==> config.mk <==
export PLATFORM = sky130hd
export DESIGN_NAME = mem_port_arbiter_flat
export DESIGN_NICKNAME = d
export VERILOG_FILES = /design/src/rtl/mem_port_arbiter_pkg.sv /design/src/rtl/mem_port_arbiter_if.sv /design/src/rtl/mem_port_arbiter_pick2.sv /design/src/rtl/mem_port_arbiter.sv /design/src/flat_wrapper.sv
export SDC_FILE = /design/constraint.sdc
export NUM_CORES = 1
export LEC_CHECK = 0
export BUFFER_PORTS_ARGS = -buffer_cell sky130_fd_sc_hd__buf_2
export CAP_MARGIN = 20
export CORE_AREA = 8 8 281 283
export CTS_BUF_LIST = sky130_fd_sc_hd__clkbuf_2
export CTS_CLUSTER_DIAMETER = 100
export DETAILED_ROUTE_END_ITERATION = 16
export DIE_AREA = 0 0 289 291
export SYNTH_ARGS = -nofsm -noshare
export SYNTH_HDL_FRONTEND = slang
export SYNTH_SLANG_ARGS = --single-unit
==> constraint.sdc <==
create_clock -name clk_i -period 2.2 [get_ports clk_i]
set_clock_uncertainty 0.05 [all_clocks]
set_input_delay 0.22 -clock clk_i [delete_from_list [all_inputs] [get_ports clk_i]]
set_output_delay 0.22 -clock clk_i [all_outputs]
set_load 0.05 [all_outputs]
==> src/rtl/mem_port_arbiter_pkg.sv <==
// Shared types for the I/D memory port arbiter: FSM encodings, master ids,
// bus widths. Line width follows `CLP when the build provides it.
`ifndef CLP
`define CLP 128
`endif

package mem_port_arbiter_pkg;

  localparam int XLEN   = 32;
  localparam int CLSIZE = `CLP;

  typedef enum logic [1:0] {
    ARB_IDLE    = 2'd0,
    ARB_BUSY_I  = 2'd1,
    ARB_BUSY_D  = 2'd2,
    ARB_RELEASE = 2'd3
  } arb_state_e;

  localparam logic ARB_MST_I = 1'b0;
  localparam logic ARB_MST_D = 1'b1;

endpackage

==> src/rtl/mem_port_arbiter_if.sv <==
// Bundle of the I-cache, D-cache and memory-controller sides of the arbiter.
// slave: arbiter view. master: the caches/memory environment view.
interface mem_port_arbiter_if;
  import mem_port_arbiter_pkg::*;

  logic              I_strobe_i;
  logic [XLEN-1:0]   I_addr_i;
  logic              I_done_o;
  logic [CLSIZE-1:0] I_data_o;

  logic              D_strobe_i;
  logic [XLEN-1:0]   D_addr_i;
  logic              D_rw_i;
  logic [CLSIZE-1:0] D_data_i;
  logic              D_done_o;
  logic [CLSIZE-1:0] D_data_o;

  logic              M_strobe_o;
  logic [XLEN-1:0]   M_addr_o;
  logic              M_rw_o;
  logic [CLSIZE-1:0] M_data_o;
  logic              M_done_i;
  logic [CLSIZE-1:0] M_data_i;

  modport slave (
    input  I_strobe_i, I_addr_i, D_strobe_i, D_addr_i, D_rw_i, D_data_i,
           M_done_i, M_data_i,
    output I_done_o, I_data_o, D_done_o, D_data_o,
           M_strobe_o, M_addr_o, M_rw_o, M_data_o
  );

  modport master (
    output I_strobe_i, I_addr_i, D_strobe_i, D_addr_i, D_rw_i, D_data_i,
           M_done_i, M_data_i,
    input  I_done_o, I_data_o, D_done_o, D_data_o,
           M_strobe_o, M_addr_o, M_rw_o, M_data_o
  );

endinterface

==> src/rtl/mem_port_arbiter_pick2.sv <==
// Two-way grant selector (bit 0 = I-cache, bit 1 = D-cache).
// MEM_ARB_ROUND_ROBIN_EN: ties go to the master not served last.
// Otherwise: fixed priority, D-cache wins ties, no pointer state.
module arb_pick2
  import mem_port_arbiter_pkg::*;
(
  input  logic       clk_i,
  input  logic       rst_i,
  input  logic [1:0] req_i,
  input  logic       upd_i,     // a grant was taken this cycle
  output logic       gnt_vld_o,
  output logic       gnt_id_o
);

  assign gnt_vld_o = |req_i;

`ifdef MEM_ARB_ROUND_ROBIN_EN
  logic last_q;

  // tie goes to whoever was not served last; single request wins outright
  always_comb begin
    gnt_id_o = req_i[1];
    if (&req_i) gnt_id_o = ~last_q;
  end

  // last-served pointer; reset to D so the first tie favours the I-cache
  always_ff @(posedge clk_i) begin
    if (rst_i)      last_q <= ARB_MST_D;
    else if (upd_i) last_q <= gnt_id_o;
  end
`else
  // D-cache request always wins (data stalls dominate)
  assign gnt_id_o = req_i[1];

  wire unused_ok = &{1'b0, clk_i, rst_i, upd_i};
`endif

endmodule

==> src/rtl/mem_port_arbiter.sv <==
// Shares one cache-line memory port between I-cache and D-cache.
// IDLE -> BUSY_I|BUSY_D -> RELEASE -> IDLE. The RELEASE dead cycle lets the
// served master drop its strobe so a stale strobe is never re-granted.
// Tie policy selected by MEM_ARB_ROUND_ROBIN_EN (see arb_pick2).
module mem_port_arbiter
  import mem_port_arbiter_pkg::*;
(
  input  logic              clk_i,
  input  logic              rst_i,
  mem_port_arbiter_if.slave bus
);

  arb_state_e state, state_nxt;
  logic       gnt_vld, gnt_id;
  logic       load, fin_i, fin_d;

  arb_pick2 u_pick (
    .clk_i     (clk_i),
    .rst_i     (rst_i),
    .req_i     ({bus.D_strobe_i, bus.I_strobe_i}),
    .upd_i     (load),
    .gnt_vld_o (gnt_vld),
    .gnt_id_o  (gnt_id)
  );

  // state register
  always_ff @(posedge clk_i) begin
    if (rst_i) state <= ARB_IDLE;
    else       state <= state_nxt;
  end

  // next state: arbitrate only in IDLE, leave BUSY on memory completion
  always_comb begin
    state_nxt = state;
    unique case (state)
      ARB_IDLE:               if (gnt_vld) state_nxt = gnt_id ? ARB_BUSY_D : ARB_BUSY_I;
      ARB_BUSY_I, ARB_BUSY_D: if (bus.M_done_i) state_nxt = ARB_RELEASE;
      default:                state_nxt = ARB_IDLE;
    endcase
  end

  // control decode; M_done_i outside BUSY never reaches fin_*
  always_comb begin
    load           = (state == ARB_IDLE) && gnt_vld;
    fin_i          = (state == ARB_BUSY_I) && bus.M_done_i;
    fin_d          = (state == ARB_BUSY_D) && bus.M_done_i;
    bus.M_strobe_o = (state == ARB_BUSY_I) || (state == ARB_BUSY_D);
  end

  // request capture at grant; held stable for the whole transfer
  always_ff @(posedge clk_i) begin
    if (rst_i) begin
      bus.M_addr_o <= '0;
      bus.M_rw_o   <= 1'b0;
      bus.M_data_o <= '0;
    end else if (load) begin
      bus.M_addr_o <= gnt_id ? bus.D_addr_i : bus.I_addr_i;
      bus.M_rw_o   <= gnt_id ? bus.D_rw_i   : 1'b0;
      bus.M_data_o <= gnt_id ? bus.D_data_i : '0;
    end
  end

  // response demux: only the granted master sees done/data
  always_ff @(posedge clk_i) begin
    if (rst_i) begin
      bus.I_done_o <= 1'b0;
      bus.D_done_o <= 1'b0;
      bus.I_data_o <= '0;
      bus.D_data_o <= '0;
    end else begin
      bus.I_done_o <= fin_i;
      bus.D_done_o <= fin_d;
      if (fin_i) bus.I_data_o <= bus.M_data_i;
      if (fin_d) bus.D_data_o <= bus.M_data_i;
    end
  end

endmodule

==> src/flat_wrapper.sv <==
// flat-port wrapper written by rule: the top's interface ports become plain ports
module mem_port_arbiter_flat import mem_port_arbiter_pkg::*;
  (clk_i, rst_i, bus_I_strobe_i, bus_I_addr_i, bus_D_strobe_i, bus_D_addr_i, bus_D_rw_i, bus_D_data_i, bus_M_done_i, bus_M_data_i, bus_I_done_o, bus_I_data_o, bus_D_done_o, bus_D_data_o, bus_M_strobe_o, bus_M_addr_o, bus_M_rw_o, bus_M_data_o);
  mem_port_arbiter_if bus_i ();
  input  logic clk_i;
  input  logic rst_i;
  input wire logic [$bits(bus_i.I_strobe_i)-1:0] bus_I_strobe_i;
  input wire logic [$bits(bus_i.I_addr_i)-1:0] bus_I_addr_i;
  input wire logic [$bits(bus_i.D_strobe_i)-1:0] bus_D_strobe_i;
  input wire logic [$bits(bus_i.D_addr_i)-1:0] bus_D_addr_i;
  input wire logic [$bits(bus_i.D_rw_i)-1:0] bus_D_rw_i;
  input wire logic [$bits(bus_i.D_data_i)-1:0] bus_D_data_i;
  input wire logic [$bits(bus_i.M_done_i)-1:0] bus_M_done_i;
  input wire logic [$bits(bus_i.M_data_i)-1:0] bus_M_data_i;
  output wire logic [$bits(bus_i.I_done_o)-1:0] bus_I_done_o;
  output wire logic [$bits(bus_i.I_data_o)-1:0] bus_I_data_o;
  output wire logic [$bits(bus_i.D_done_o)-1:0] bus_D_done_o;
  output wire logic [$bits(bus_i.D_data_o)-1:0] bus_D_data_o;
  output wire logic [$bits(bus_i.M_strobe_o)-1:0] bus_M_strobe_o;
  output wire logic [$bits(bus_i.M_addr_o)-1:0] bus_M_addr_o;
  output wire logic [$bits(bus_i.M_rw_o)-1:0] bus_M_rw_o;
  output wire logic [$bits(bus_i.M_data_o)-1:0] bus_M_data_o;
  assign bus_i.I_strobe_i = bus_I_strobe_i;
  assign bus_i.I_addr_i = bus_I_addr_i;
  assign bus_i.D_strobe_i = bus_D_strobe_i;
  assign bus_i.D_addr_i = bus_D_addr_i;
  assign bus_i.D_rw_i = bus_D_rw_i;
  assign bus_i.D_data_i = bus_D_data_i;
  assign bus_i.M_done_i = bus_M_done_i;
  assign bus_i.M_data_i = bus_M_data_i;
  assign bus_I_done_o = bus_i.I_done_o;
  assign bus_I_data_o = bus_i.I_data_o;
  assign bus_D_done_o = bus_i.D_done_o;
  assign bus_D_data_o = bus_i.D_data_o;
  assign bus_M_strobe_o = bus_i.M_strobe_o;
  assign bus_M_addr_o = bus_i.M_addr_o;
  assign bus_M_rw_o = bus_i.M_rw_o;
  assign bus_M_data_o = bus_i.M_data_o;
  mem_port_arbiter u_core (.clk_i(clk_i), .rst_i(rst_i), .bus(bus_i));
endmodule
==> flow_summary_export.csv, run 1 <==
group,metric,value,unit
run_status,outcome,"aborted with a tool error",
run_status,failed_stage,"clock tree synthesis",
run_status,error,"[ERROR RSZ-0060] Max buffer count reached.",
cts,cts_htree_levels,3,
logic_synthesis,yosysWarnings,0,
cts,cts_setup_buffers,5,
floorplan,die_y,291,um
cts,cts_root_buf,"clkbuf_2",
floorplan,num_rows,101,
cts,cts_hold_buf,712,
logic_synthesis,ys_seq_area_share,54.62,%
logic_synthesis,synth_fp_nets,2040,
floorplan,start_util,20.62,%
cts,clk_path_buf_depth,3,
placed_design,placed_area,20360,sq um
placed_design,numPortBuffers,745,
cts,numCtsBuffers,110,
logic_synthesis,yosys.area.top_type_share,54.62,%
placed_design,gp_congestion,0.8293,
logic_synthesis,synth_cells,1710,
placed_design,dp_slack,0.3783,ns
floorplan,dieWidth,289,um
logic_synthesis,synth_area_leader_cell,"dfxtp_1",
cts,numClockSinks,421,
cts,post_cts_resized,361,
logic_synthesis,syn_avg_cell_area,9.023,sq um
logic_synthesis,ys_ff_latch,421,
placed_design,dp_hpwl,47.07,mm
logic_synthesis,synth_cell_types,27,
logic_synthesis,netlist_area,15430,sq um
floorplan,ios,746,
logic_synthesis,synth_area_leaders,"dfxtp_1 55%, nand2_1 13%, a21oi_1 8.3%",
[cell usage after synthesis (all sizes together)]
library cell and count:
o31ai 2, o2111ai 2, or3b 1, o21a 1, and2 4, a21oi 256
buf 100, o21ai 1, clkbuf 43, a211oi 32, nand2 514, a22oi 129
nor2b 1, nor2 164, mux2i 32, ha 4, nand2b 1, inv 2
dfxtp 421
[cell families after synthesis]
kind of cell    Yosys count  synth area share [%]
flops                   421                 54.62
compound gates          423                 20.73
fa+ha+maj                 4                0.3244
simple gates            685                 17.15
mux                      32                 2.076
buf+inv                 145                 5.092
[metrics by stage]
stage | hold WS, ns | instances
detailed placement | 0.3929 | 3347
global placement | 0.3890 | 3347
floorplan | 0.3045 | 1710
==> run 2: changes to the inputs <==
--- a/config.mk
+++ b/config.mk
@@ -8,10 +8,9 @@
 export BUFFER_PORTS_ARGS = -buffer_cell sky130_fd_sc_hd__buf_2
 export CAP_MARGIN = 20
 export CORE_AREA = 8 8 281 283
-export CTS_BUF_LIST = sky130_fd_sc_hd__clkbuf_2
-export CTS_CLUSTER_DIAMETER = 100
 export DETAILED_ROUTE_END_ITERATION = 16
 export DIE_AREA = 0 0 289 291
+export PLACE_DENSITY_LB_ADDON = 0.15
 export SYNTH_ARGS = -nofsm -noshare
 export SYNTH_HDL_FRONTEND = slang
 export SYNTH_SLANG_ARGS = --single-unit
==> flow_summary_export.csv, run 2 <==
group,metric,value,unit
detailed_routing,drc_errors,0,
finish,seqCellArea,8428,sq um
detailed_routing,routed_via_density,4.237,
cts,numClockSinks,421,
logic_synthesis,yosysWarnings,0,
detailed_routing,highest_layer,"met5",
worst_setup_path,end_kind,"flop",
worst_setup_path,worst-path-max-fanout,30,
cts,cts_root_buf,"clkbuf_16",
cts,cts_htree_levels,2,
placed_design,gp_congestion,0.8183,
detailed_routing,ant_nets,0,
floorplan,core_area,74810,sq um
floorplan,start_util,20.62,%
worst_setup_path,startpoint,"u_core.state[1]$_SDFFE_PP0P_",
global_routing,antenna_found_initial,7,
detailed_routing,wl_met1,28.43,mm
sta,drv_slew,0,
global_routing,grt_overflow,0,
cts,cts_setup_buffers,0,
worst_setup_path,crit_chain,"inv_1 > ha_4 > o21ai_4 > clkbuf_16 > a22oi_2 > nor2_2 > dlygate4sd3_1",
worst_setup_path,crit_type,"flop to flop",
worst_setup_path,cp.required,2.62,ns
logic_synthesis,synthFlopType,"dfxtp_1",
logic_synthesis,syn_avg_cell_area,9.023,sq um
finish,final_cell_mix,"744 x buf_2, 512 x nand2_1, 421 x dfxtp_1, 322 x dlygate4sd3_1, 256 x a21oi_1",
min_path,min-delay-start,"bus_I_addr_i[17]",
cts,insertion_delay,0.58,ns
sta,rsz0062_at_grt,"no",
logic_synthesis,synth_area_leader_cell,"dfxtp_1",
logic_synthesis,synth_edf_count,0,
finish,stdcell_count,3754,
placed_design,numPortBuffers,745,
cts,cts_tree,"built",
detailed_routing,vias,15910,
sta,tightest_slew,0.5721,ns
power_and_ir_drop,leakage,11.04,nW
placed_design,dp.cells,3336,
logic_synthesis,yosysMostFrequentCell,"nand2_1",
finish,multiInputGateArea,6260,sq um
detailed_routing,wl,73.59,mm
finish,finish.net_count,3064,
global_routing,grt_pass1_wl,106.1,mm
power_and_ir_drop,irDropWorstVdd,0.7282,mV
detailed_routing,routedWlPerCell,19.60,um
logic_synthesis,synth_cells,1710,
sta,timing.fmax,486.7,MHz
logic_synthesis,ys_seq_area_share,54.62,%
logic_synthesis,netlist_area,15430,sq um
worst_setup_path,r2r_start,"u_core.state[1]$_SDFFE_PP0P_",
global_routing,grt_util_all_layers,16.28,%
floorplan,num_rows,101,
min_path,hold_path_class,"primary input to flop",
worst_setup_path,critPathArrivalTime,2.48,ns
detailed_routing,dr.pass1.iters,5,
finish,area_growth,62.84,%
worst_setup_path,critPathLaunchType,"flop",
run,maxCapViolCount,0,
logic_synthesis,yosys.area.top_type_share,54.62,%
sta,hold_violations,0,
cts,clk_pin_slew,0.06,ns
finish,drive_gt1_share,37.34,%
run_status,outcome,"completed",
floorplan,die-area,84100,sq um
sta,fin_crit_sh,93.40,%
logic_synthesis,synth_area_leaders,"dfxtp_1 55%, nand2_1 13%, a21oi_1 8.3%",
detailed_routing,drtIter0Drc,730,
worst_setup_path,cp_slowest_cell,"dlygate4sd3_1",
sta,max_slew_margin,61.86,%
floorplan,die_y,291,um
global_routing,grt_max_degree,86,
cts,numCtsBuffers,50,
logic_synthesis,ys_ff_latch,421,
floorplan,ios,746,
finish,nFillCells,7869,
logic_synthesis,synth_common_cells,"514 x nand2_1, 421 x dfxtp_1, 256 x a21oi_1",
detailed_routing,met2_length,36.84,mm
sta,period_minus_slack,2.055,ns
logic_synthesis,synth_fp_nets,2040,
detailed_routing,wl_met3,5.505,mm
finish,final_common_cell,"buf_2",
placed_design,dp_hpwl,54.90,mm
sta,setup_viol,0,
logic_synthesis,synth_cell_types,27,
global_routing,grt_pass1_vias,16560,
finish,largestRegisters,"u_core.bus.D_data_o x128, u_core.bus.I_data_o x128, u_core.bus.M_data_o x128",
floorplan,dieWidth,289,um
logic_synthesis,async_flop_share,0,%
cts,clk_path_buf_depth,3,
power_and_ir_drop,p_per_area,1140,nW/um^2
sta,finalSetupTns,0,ns
worst_setup_path,slowest_delay,0.56,ns
[run 2: cell counts after synthesis]
Identical to the previous run, type by type.
[run 2: layout make-up]
type / count / share of cell area, %
well taps: 978 / 4.870
multi-input cells: 1144 / 24.91
clock inverters: 17 / 0.6075
clock buffers: 73 / 5.802
diodes: 4 / 0.03984
inverters: 2 / 0.02988
flip-flops and latches: 421 / 33.54
repair buffers: 1115 / 30.19
[run 2: final timing paths]
check	end	slack, ns	cells after the start
min	u_core.bus.M_addr_o[17]$_SDFFE_PP0P_	0.05	3
max	u_core.bus.M_data_o[72]$_SDFFE_PP0P_	0.15	7
max reg2reg	u_core.bus.M_data_o[72]$_SDFFE_PP0P_	0.15	7
min reg2reg	u_core.bus.D_data_o[15]$_SDFFE_PP0P_	0.40	2
[run 2: stage by stage]
| stage | area, sq um | util [%] | hold slack [ns] | power [mW] | worst slack, ns |
|---|---|---|---|---|---|
| after floorplan | 15430 | - | 0.3045 | 17.11 | 0.5736 |
| after global placement | 20230 | 27.04 | 0.3879 | 20.04 | 0.4449 |
| after detailed placement | 20230 | 27.04 | 0.3937 | 20.13 | 0.3786 |
| after CTS | 25060 | 33.50 | 0.003094 | 28.96 | 0.02214 |
| after global routing | 25120 | 33.58 | 0.02147 | 30.04 | 0.01231 |
| final | 25130 | 33.58 | 0.04885 | 28.63 | 0.1452 |
[run 2: critical path: cells and delay by family, from the launching register on]
| kind | cells | cell delay, ns |
|---|---|---|
| AO/OA/AOI/OAI | 2 | 0.34 |
| adder cells (fa/ha/maj) | 1 | 0.19 |
| buffers and inverters | 3 | 0.97 |
| flip-flops | 1 | 0.33 |
| AND/OR/NAND/NOR | 1 | 0.04 |
[run 2: cell families after synthesis]
family | count (synthesis) | share of synthesized area, %
mux | 32 | 2.076
compound gates | 423 | 20.73
buf+inv | 145 | 5.092
simple gates | 685 | 17.15
flops | 421 | 54.62
fa+ha+maj | 4 | 0.3244
[run 2: routing by layer]
layer  GRT usage [%]  vias up
met1           17.84     7484
met2           29.26      531
met4           6.159        4
li1                -     7757
met5               0        -
met3           4.834      130
[run 2: where the power goes]
part | total [mW] | switching (mW) | leakage, nW | internal, mW
Combinational | 11.0 | 7.98 | 6.81 | 2.99
Sequential | 9.51 | 0.697 | 3.43 | 8.81
Clock | 8.16 | 3.43 | 0.794 | 4.72
[run 2: timing repair]
item | CTS | global route
hold endpoints to repair | 413 | 0
hold buffers | 322 | 0
setup endpoints to repair | 0 | 7
resized for setup | 0 | 4
No activity file was read; power rests on OpenSTA's default activity.
